==> src/rtl/rx_event_scheduler.sv <==
// rx_event_scheduler: collects per-channel RX MAC Lite frame outcomes
// (passed/discarded) into saturating pending counters and serialises them
// round-robin into a single MVB record stream.
//
// Ports:
//   CLK          clock, rising edge
//   RESET        asynchronous active-high reset
//   RX_EV_VLD    per channel/region event valid (bit ch*REGIONS+r)
//   RX_EV_DISC   1 = discarded, 0 = passed (qualified by RX_EV_VLD)
//   TX_CHAN      channel ID of the record
//   TX_DISC_CNT  discarded frames in the record
//   TX_PASS_CNT  passed frames in the record
//   TX_OVF       a counter of this record saturated
//   TX_SRC_RDY   record valid
//   TX_DST_RDY   consumer ready
module rx_event_scheduler #(
  parameter int unsigned ETH_CHANNELS = 4,
  parameter int unsigned REGIONS      = 1,
  parameter int unsigned CNT_W        = 16,
  localparam int unsigned CH_W = (ETH_CHANNELS > 1) ? $clog2(ETH_CHANNELS) : 1
) (
  input  logic                            CLK,
  input  logic                            RESET,
  input  logic [ETH_CHANNELS*REGIONS-1:0] RX_EV_VLD,
  input  logic [ETH_CHANNELS*REGIONS-1:0] RX_EV_DISC,
  output logic [CH_W-1:0]                 TX_CHAN,
  output logic [CNT_W-1:0]                TX_DISC_CNT,
  output logic [CNT_W-1:0]                TX_PASS_CNT,
  output logic                            TX_OVF,
  output logic                            TX_SRC_RDY,
  input  logic                            TX_DST_RDY
);

  localparam int unsigned NW    = $clog2(REGIONS + 1);
  localparam int unsigned SUM_W = CNT_W + NW + 1;
  localparam logic [CNT_W-1:0] CNT_MAX = '1;

  logic [CNT_W-1:0] disc_q [ETH_CHANNELS];
  logic [CNT_W-1:0] disc_d [ETH_CHANNELS];
  logic [CNT_W-1:0] pass_q [ETH_CHANNELS];
  logic [CNT_W-1:0] pass_d [ETH_CHANNELS];
  logic [ETH_CHANNELS-1:0] ovf_q, ovf_d;
  logic [ETH_CHANNELS-1:0] pending;
  logic [CH_W-1:0]  ptr_q, ptr_d;

  logic [CH_W-1:0]  tx_chan_q, tx_chan_d;
  logic [CNT_W-1:0] tx_disc_q, tx_disc_d;
  logic [CNT_W-1:0] tx_pass_q, tx_pass_d;
  logic             tx_ovf_q, tx_ovf_d;
  logic             tx_src_rdy_q, tx_src_rdy_d;

  logic             tx_free, found, load, clr, sat_d, sat_p;
  logic [CH_W-1:0]  grant;
  logic [CH_W:0]    cand;
  logic [NW-1:0]    nd, np;
  logic [CNT_W-1:0] base_disc, base_pass;
  logic [SUM_W-1:0] sum_disc, sum_pass;

  // Arbitration, output register and counter next-state
  always_comb begin
    tx_free      = !tx_src_rdy_q || TX_DST_RDY;
    found        = 1'b0;
    grant        = '0;
    cand         = '0;
    ptr_d        = ptr_q;
    tx_chan_d    = tx_chan_q;
    tx_disc_d    = tx_disc_q;
    tx_pass_d    = tx_pass_q;
    tx_ovf_d     = tx_ovf_q;
    tx_src_rdy_d = tx_src_rdy_q;
    clr          = 1'b0;
    sat_d        = 1'b0;
    sat_p        = 1'b0;
    nd           = '0;
    np           = '0;
    base_disc    = '0;
    base_pass    = '0;
    sum_disc     = '0;
    sum_pass     = '0;
    ovf_d        = ovf_q;

    for (int unsigned ch = 0; ch < ETH_CHANNELS; ch++) begin
      pending[ch] = (disc_q[ch] != '0) || (pass_q[ch] != '0);
    end

    // First pending channel at or after ptr, wrapping
    for (int unsigned i = 0; i < ETH_CHANNELS; i++) begin
      cand = {1'b0, ptr_q} + (CH_W+1)'(i);
      if (cand >= (CH_W+1)'(ETH_CHANNELS)) begin
        cand = cand - (CH_W+1)'(ETH_CHANNELS);
      end
      if (!found && pending[CH_W'(cand)]) begin
        found = 1'b1;
        grant = CH_W'(cand);
      end
    end

    load = tx_free && found;

    if (tx_free) begin
      tx_src_rdy_d = found;
      if (found) begin
        tx_chan_d = grant;
        tx_disc_d = disc_q[grant];
        tx_pass_d = pass_q[grant];
        tx_ovf_d  = ovf_q[grant];
        ptr_d     = (grant == CH_W'(ETH_CHANNELS - 1)) ? '0 : grant + CH_W'(1);
      end
    end

    // The loaded channel restarts from zero; same-cycle events seed it
    for (int unsigned ch = 0; ch < ETH_CHANNELS; ch++) begin
      nd = '0;
      np = '0;
      for (int unsigned r = 0; r < REGIONS; r++) begin
        if (RX_EV_VLD[ch*REGIONS+r]) begin
          if (RX_EV_DISC[ch*REGIONS+r]) nd = nd + NW'(1);
          else                          np = np + NW'(1);
        end
      end
      clr       = load && (grant == CH_W'(ch));
      base_disc = clr ? '0 : disc_q[ch];
      base_pass = clr ? '0 : pass_q[ch];
      sum_disc  = SUM_W'(base_disc) + SUM_W'(nd);
      sum_pass  = SUM_W'(base_pass) + SUM_W'(np);
      sat_d     = sum_disc > SUM_W'(CNT_MAX);
      sat_p     = sum_pass > SUM_W'(CNT_MAX);
      disc_d[ch] = sat_d ? CNT_MAX : CNT_W'(sum_disc);
      pass_d[ch] = sat_p ? CNT_MAX : CNT_W'(sum_pass);
      ovf_d[ch]  = (!clr && ovf_q[ch]) || sat_d || sat_p;
    end
  end

  // State registers
  always_ff @(posedge CLK or posedge RESET) begin
    if (RESET) begin
      for (int unsigned ch = 0; ch < ETH_CHANNELS; ch++) begin
        disc_q[ch] <= '0;
        pass_q[ch] <= '0;
      end
      ovf_q        <= '0;
      ptr_q        <= '0;
      tx_chan_q    <= '0;
      tx_disc_q    <= '0;
      tx_pass_q    <= '0;
      tx_ovf_q     <= 1'b0;
      tx_src_rdy_q <= 1'b0;
    end else begin
      for (int unsigned ch = 0; ch < ETH_CHANNELS; ch++) begin
        disc_q[ch] <= disc_d[ch];
        pass_q[ch] <= pass_d[ch];
      end
      ovf_q        <= ovf_d;
      ptr_q        <= ptr_d;
      tx_chan_q    <= tx_chan_d;
      tx_disc_q    <= tx_disc_d;
      tx_pass_q    <= tx_pass_d;
      tx_ovf_q     <= tx_ovf_d;
      tx_src_rdy_q <= tx_src_rdy_d;
    end
  end

  assign TX_CHAN     = tx_chan_q;
  assign TX_DISC_CNT = tx_disc_q;
  assign TX_PASS_CNT = tx_pass_q;
  assign TX_OVF      = tx_ovf_q;
  assign TX_SRC_RDY  = tx_src_rdy_q;

endmodule

==> config.mk <==
export PLATFORM = sky130hd
export DESIGN_NAME = rx_event_scheduler
export DESIGN_NICKNAME = d
export VERILOG_FILES = /design/src/rtl/rx_event_scheduler.sv
export SDC_FILE = /design/constraint.sdc
export NUM_CORES = 1
export LEC_CHECK = 0
export ABC_AREA = 1
export CAP_MARGIN = 30
export CORE_ASPECT_RATIO = 1.1
export CORE_MARGIN = 4
export CORE_UTILIZATION = 62
export CTS_BUF_LIST = sky130_fd_sc_hd__clkbuf_16
export DETAILED_ROUTE_END_ITERATION = 8
export DONT_BUFFER_PORTS = 1
export PLACE_DENSITY = 0.78
export SYNTH_ARGS = -nofsm -noshare
export SYNTH_HDL_FRONTEND = slang
export SYNTH_SLANG_ARGS = --single-unit
==> constraint.sdc <==
create_clock -name CLK -period 9.3 [get_ports CLK]
set_clock_uncertainty 0.2 [all_clocks]
set_input_delay 0.93 -clock CLK [delete_from_list [all_inputs] [get_ports CLK]]
set_output_delay 0.93 -clock CLK [all_outputs]
set_load 0.1 [all_outputs]
**Yosys cells after proc, flatten, opt, wreduce, memory -nomap -nowiden**

Cells that the tools add are included.

- Equal/unequal tests: 3
- $lt $le $gt $ge: 18
- Bitwise gates (word level): 1
- $add $sub $neg: 16
- Reduce and logical (&&, ||, !) cells: 43
- Mux-type cells: 61

Operators by type and width:

| kind | number |
|---|---|
| 2-to-1 mux 16 bit | 20 |
| adder 16 x 1 -> 17 bit | 8 |
| > comparator 17 x 16 -> 1 bit (second input constant) | 8 |
| nonzero test 16 bit | 8 |
| binary-select mux 16 bit (select 2 bit) | 2 |
| 2-to-1 mux 1 bit | 25 |
| 2-to-1 mux 2 bit | 9 |
| less-than comparator 2 x 3 -> 1 bit (second input constant) | 5 |
| logical OR 1 bit | 13 |
| >= comparator 3 bit (second input constant) | 4 |
| logical AND 1 bit | 12 |
| binary-select mux 1 bit (select 2 bit) | 5 |
| zero test 1 bit | 8 |
| subtractor 2 x 1 -> 2 bit (second input constant) | 4 |
| adder 2 x 2 -> 3 bit (second input constant) | 2 |
| equality test 2 bit (second input constant) | 2 |
| adder 2 x 1 -> 3 bit (second input constant) | 1 |
| >= comparator 2 x 3 -> 1 bit (second input constant) | 1 |
| inverter 2 -> 3 bit | 1 |
| adder 2 x 1 -> 2 bit (second input constant) | 1 |
| equality test 2 x 1 -> 1 bit (second input constant) | 1 |
| zero test 2 bit | 1 |
| AND reduction 2 bit | 1 |

- Bits in registers: 170

**Depth between registers and ports, before layout**

Gate-level depths: netlist of run 1.

- Word-level depth: 21
- Mapped depth: 33

**Least setup slack after synthesis of run 1**

Ideal clock, no wire load.

- Path kind: flip-flop to flip-flop
- Start: register disc_q[22] (netlist bit)
- End: register disc_q[9] (netlist bit)
- Arrival time: 4.089 ns
- Period minus slack after synthesis: 4.411 ns
- Library setup time: 0.122 ns
- Buffers on the path: 6
- Data required time: 8.978 ns
- Path slack: 4.889 ns
- Stages on the path, launching flop included: 34
- Cells stage by stage: dfrtp_1 nor2_1 nand2_1 nor2_1 nand2_1 nor2_1 nand2_1 nand2_1 nor2_1 nor2_2 inv_1 nor2_1 o21ai_0 nand3_1 nand2_1 inv_2 buf_1 ha_1 nand3_2 buf_6 buf_6 buf_4 buf_2 nand2_1 inv_1 ha_1 ha_1 nand4_1 nor2_2 nand2_1 clkinv_1 nand2_2 buf_2 nand2_1

RTL lines:

| item | RTL line | text |
|---|---|---|
| start, declared | 38 | `logic [CNT_W-1:0] disc_q [ETH_CHANNELS];` |
| start signal, assigned by index | 150 | `disc_q[ch] <= disc_d[ch];` |

==> results of run 1 <==
power by group:
| part | switching [W] | leakage (nW) | internal, W |
|---|---|---|---|
| clock network | 0.000296 | 0.278 | 0.000390 |
| logic | 0.00137 | 4.12 | 0.000540 |
| registers | 0.000519 | 2.30 | 0.000861 |
| total | 0.00219 | 6.70 | 0.00179 |
sequential cells by signal, indices dropped and copies added (netlist names):
name and flops:
disc_q 64, pass_q 64, TX_DISC_CNT 16, TX_PASS_CNT 16, ovf_q 4, TX_CHAN 2
ptr_q 2, TX_OVF 1, TX_SRC_RDY 1
per-stage QoR:
step / total power (W) / worst slack, ns / hold slack, ns
2_1_floorplan: 0.00284 / 3.57 / 0.260
3_3_place_gp: 0.00321 / 3.99 / 0.287
3_5_place_dp: 0.00327 / 4.00 / 0.289
4_1_cts: 0.00397 / 3.93 / 0.198
5_1_grt: 0.00427 / 3.35 / 0.227
6_report: 0.00398 / 3.86 / 0.175
synthesized netlist by cell type, drive strengths merged:
library cell / number
a21oi: 2
buf: 42
clkbuf: 18
clkinv: 5
dfrtp: 170
ha: 20
inv: 173
nand2: 662
nand3: 155
nand3b: 2
nand4: 70
nor2: 228
nor3: 8
o211ai: 31
o21a: 1
o21ai: 53
o21bai: 1
or2: 5
xnor2: 17
xor2: 27
logic make-up after synthesis:
group / share of synthesized area (%)
flip-flops: 38.0
adder cells (fa/ha/maj): 2.23
AO/OA/AOI/OAI: 4.67
AND/OR/NAND/NOR: 42.9
buffers and inverters: 8.79
XOR/XNOR: 3.44
how the worst max path moves through the flow:
| stage | cells past startpoint | startpoint | endpoint |
|---|---|---|---|
| finish | 26 | disc_q[62] | disc_q[45] |
| detailed placement | 27 | disc_q[57] | ovf_q[0] |
| global placement | 25 | disc_q[57] | pass_q[27] |
| global route | 28 | disc_q[24] | ovf_q[3] |
| floorplan | 1 | RESET | TX_CHAN[0] |
| CTS | 27 | disc_q[57] | ovf_q[0] |
worst max-delay path: stages (launching register included):
cell and delay, ns:
dfrtp_1 0.40, nor2_1 0.22, nand2_1 0.10, nor2_1 0.10, nand2_1 0.07, nor2_2 0.15
nand2_1 0.10, nand2_1 0.10, nor2_1 0.06, nor2_2 0.15, inv_1 0.07, nand2_1 0.08
nand3_1 0.11, nand3_4 0.56, inv_1 0.09, buf_4 0.24, ha_1 0.23, nand3_2 0.07
buf_4 0.46, nand2_1 0.09, inv_1 0.07, ha_1 0.16, ha_1 0.19, nand4_1 0.24
nor2_4 0.27, nand4_1 0.45, nand3_1 0.28
per-layer routing:
layer,GRT usage (%),vias up,wire length [um]
met5,0,-,0
met4,10.0,0,850
met3,4.66,55,1830
met2,47.8,370,13800
met1,39.5,5013,12400
li1,-,5296,-
cell type report:
cell class	count	area, um2
clock inverters	15	133
multi-input cells	1282	5970
clock buffers	17	425
repair buffers	11	103
fillers	1614	5880
well taps	238	298
inverters	178	673
flip-flops and latches	170	4250
==> results_dict.tcl, run 1 <==
set metrics [dict create \
    hold_viol_final 0 \
    cp.required_ns 9.44 \
    drive_above_1_share_pct 4.78 \
    path_class "flip-flop to flip-flop" \
    cp.arrival_ns 5.58 \
    yosys_warnings 0 \
    max_freq_mhz 184 \
    yosys.area.top_type "dfrtp_1" \
    cap_violations 0 \
    vias 10700 \
    area_delta_synth_final_pct 5.89 \
    drc 0 \
    vdd_drop_max_mv 0.295 \
    rows 51 \
    drt_iter0_drc 1019 \
    setup_tns_ns 0 \
    ios 47 \
    clock_path_buffers 2 \
    power_density_nw_per_um2 336 \
    yosysTopAreaCellShare_pct 38.0 \
    clock_latency_ns 0.44 \
    worst_slew_pin_slew_ns 1.01 \
    via_per_inst 5.62 \
    place_area_um2 11300 \
    drt-pass1-iter-count 6 \
    period_share_pct 58.5 \
    wirelength_mm 28.9 \
    final_util_pct 66.9 \
    grt_pass1_wl_mm 47.6 \
    cts_root_buf "clkbuf_16" \
    mostFrequentLayoutCell "nand2_1" \
    start_kind "flip-flop" \
    antenna_found_initial 0 \
    hp-class "primary input to asynchronous set/reset pin" \
    cts_tree "done" \
    status "finished clean" \
    min_period_ns 5.44 \
    cp-end-kind "flip-flop" \
    grt_overflow 0 \
    die_y_um 149 \
    cts_resized 0 \
    final_cell_mix "659 x nand2_1, 211 x nor2_1, 170 x dfrtp_1, 170 x inv_1, 148 x nand3_1" \
    final_nets 1691 \
    track_usage_pct 29.2 \
    ys_types 33 \
    cts_num_sinks 170 \
    cp_max_fo 70 \
    rr_endpoint "disc_q[45]" \
    fin_area_um2 11900 \
    dpl.hpwl_mm 20.8 \
    cts_inserted_buffers 17 \
    syn_inst 1690 \
    synth-seq-cells 170 \
    maxSlewHeadroom_pct 32.4 \
    portBuffers 0 \
    setup_viol 0 \
    gp_congestion 0.928 \
    yosys-top-cells-area "dfrtp_1 38%, nand2_1 22%, nor2_1 7.1%" \
    grt_setup_unrepaired "false" \
    r2r_setup_slack_ns 3.86 \
    syn_nets 1721 \
    core-area_um2 17700 \
    leakagePower_nw 6.70 \
    reg2regPathDepth 26 \
    dp_cells 1879 \
    ant_nets 0 \
    clk_pin_slew_ns 0.06 \
    design.die.area_um2 20300 \
    grt_max_degree 71 \
    seq_area_frac_synth_pct 38.0 \
    die_x_um 136 \
    avgSynthCellArea_um2 6.63 \
    post_cts_buffers 0 \
    grt_pass1_vias 9745 \
    start_util_pct 63.1 \
    r2r-start "disc_q[62]" \
    wl_per_cell_um 15.1 \
    drv_slew 0 \
    synth_area_um2 11200 \
    ctsHoldBuffers 0 \
    diodes 0 \
    htreeDepth 4 \
    stdcell_count 1911 \
]
Power figures use the tool's default switching activity.
==> run 2, diff against run 1 <==
==> constraint.sdc (replaced) <==
create_clock -name CLK -period 5.05 [get_ports CLK]
set_clock_uncertainty 0.2 [all_clocks]
set_input_delay 0.505 -clock CLK [delete_from_list [all_inputs] [get_ports CLK]]
set_output_delay 0.505 -clock CLK [all_outputs]
set_load 0.1 [all_outputs]
==> run 2 against run 1 <==
  * Maximum frequency rose by 17%
  * Non-clock buffer count rose by 9
  * Largest power group unchanged
  * Sequential cell count did not move
  * Final cell count rose by 0.47%
  * Clock power rose by 85%
  * Critical path depth fell by 1
  * Sequential power rose by 84%
==> results_dict.tcl, run 2 (synthesis gave the netlist of run 1 again) <==
set metrics [dict create \
    top_regs "disc_q x64, pass_q x64" \
    rr_endpoint "disc_q[38]" \
    grt_setup_unrepaired "false" \
    clk_pin_slew_ns 0.07 \
    clock_latency_ns 0.44 \
    vias 10800 \
    core-area_um2 17700 \
    period_share_pct 91.8 \
    antenna_found_initial 0 \
    hp-class "primary input to flip-flop" \
    cp.required_ns 5.19 \
    die_x_um 136 \
    path_class "flip-flop to flip-flop" \
    htreeDepth 4 \
    area_delta_synth_final_pct 6.79 \
    hold_viol_final 0 \
    dpl.hpwl_mm 21.7 \
    drc 0 \
    maxSlewHeadroom_pct 34.1 \
    start_util_pct 63.1 \
    die_y_um 149 \
    via_per_inst 5.64 \
    cp_max_fo 25 \
    cts_root_buf "clkbuf_16" \
    multiInputGateArea_um2 5980 \
    timing.final.ws_setup_ns 0.416 \
    reg2regPathDepth 25 \
    max_freq_mhz 216 \
    wirelength_mm 29.8 \
    cp.arrival_ns 4.78 \
    portBuffers 0 \
    min_period_ns 4.63 \
    r2r-start "pass_q[40]" \
    design.die.area_um2 20300 \
    drt-pass1-iter-count 6 \
    setup_viol 0 \
    ios 47 \
    grt_pass1_vias 10000 \
    grt_max_degree 122 \
    mostFrequentLayoutCell "nand2_1" \
    power_density_nw_per_um2 627 \
    stdcell_count 1920 \
    ant_nets 0 \
    dp_cells 1887 \
    holdPathStages 5 \
    dpl_worst_slack_ns 0.538 \
    vdd_drop_max_mv 0.463 \
    cts_num_sinks 170 \
    wl_per_cell_um 15.5 \
    rows 51 \
    cp-end-kind "flip-flop" \
    drv_slew 0 \
    diodes 0 \
    hold_start "RX_EV_VLD[3]" \
    worst_slew_pin_slew_ns 0.988 \
    setup_tns_ns 0 \
    post_cts_buffers 0 \
    seqCellArea_um2 4250 \
    r2r_setup_slack_ns 0.42 \
    start_kind "flip-flop" \
    cts_inserted_buffers 17 \
    cts_tree "done" \
    grt_overflow 0 \
    gp_congestion 0.948 \
    grt_pass1_wl_mm 49.2 \
    fill_cells 1569 \
    cap_violations 0 \
    track_usage_pct 30.2 \
    status "finished clean" \
    final_cell_mix "659 x nand2_1, 211 x nor2_1, 170 x dfrtp_1" \
    leakagePower_nw 6.74 \
    clock_path_buffers 2 \
    holdPathEnd "disc_q[0]" \
    final_nets 1700 \
    drt_iter0_drc 1037 \
    drive_above_1_share_pct 5.53 \
]
==> run 2: changes by cell type in the layout (fill, tap and decap cells not counted), sizes merged <==
cell	change
dlygate4sd3	+1
clkinv	-8
buf	+8
bufinv	-2
inv	+6
clkinvlp	+4
==> run 2: what timing repair did <==
item,CTS,global route
setup endpoints to repair,0,3
hold endpoints to repair,24,0
resized for setup,0,1
hold buffers,1,0
==> run 2: metal layers <==
metal | part of all wire, % | track usage, %
met5 | 0 | 0
met4 | 3.8 | 12.3
met3 | 6.5 | 4.82
met2 | 48 | 49.5
met1 | 42 | 40.2
==> run 2: area by class of cell <==
cell class	count	share of cell area, %
Clock inverter	15	1.10
Timing Repair Buffer	20	1.65
Clock buffer	17	3.56
Multi-Input combinational cell	1282	50.0
Tap cell	238	2.49
Sequential cell	170	35.6
Inverter	178	5.62
==> run 2: critical path, cell delays in order (launching register included) <==
cell and delay [ns]:
dfrtp_1 0.44, nor2_1 0.13, nand3_1 0.09, nor2_1 0.15, nand2_1 0.14, nor2_2 0.16, nand2_1 0.08, nand2_1 0.07
nor2_1 0.05, nor2_2 0.14, inv_1 0.07, nor2_1 0.13, o21ai_0 0.10, nand3_1 0.07, nand2_1 0.11, buf_4 0.25
ha_1 0.23, nand3_2 0.10, nand2_1 0.06, inv_1 0.05, ha_1 0.20, ha_1 0.21, nand4_1 0.24, nor2_4 0.27
nand4_1 0.52, o21ai_0 0.27
==> run 2: power breakdown <==
group	internal (W)	switching, W
Combinational	0.00106	0.00264
Clock	0.000648	0.000622
Sequential	0.00159	0.000952
Total	0.00329	0.00421
==> run 2: worst max-delay path by stage <==
stage / startpoint / end / depth (start not counted)
global route: disc_q[4] / ovf_q[1] / 25
finish: pass_q[40] / disc_q[38] / 25
detailed placement: disc_q[4] / disc_q[38] / 25
floorplan: disc_q[22] / disc_q[9] / 33
global placement: disc_q[4] / ovf_q[0] / 27
CTS: pass_q[40] / disc_q[38] / 25
==> run 2: per-stage QoR <==
| stage | total power, W | area, um2 | hold WS [ns] | utilization, % |
|---|---|---|---|---|
| floorplan | 0.00524 | 11200 | 0.260 | - |
| global placement | 0.00609 | 11300 | 0.283 | 63.9 |
| detailed placement | 0.00616 | 11400 | 0.287 | 64.2 |
| CTS | 0.00744 | 12000 | 0.167 | 67.4 |
| global route | 0.00804 | 12000 | 0.202 | 67.4 |
| finish | 0.00750 | 12000 | 0.177 | 67.4 |
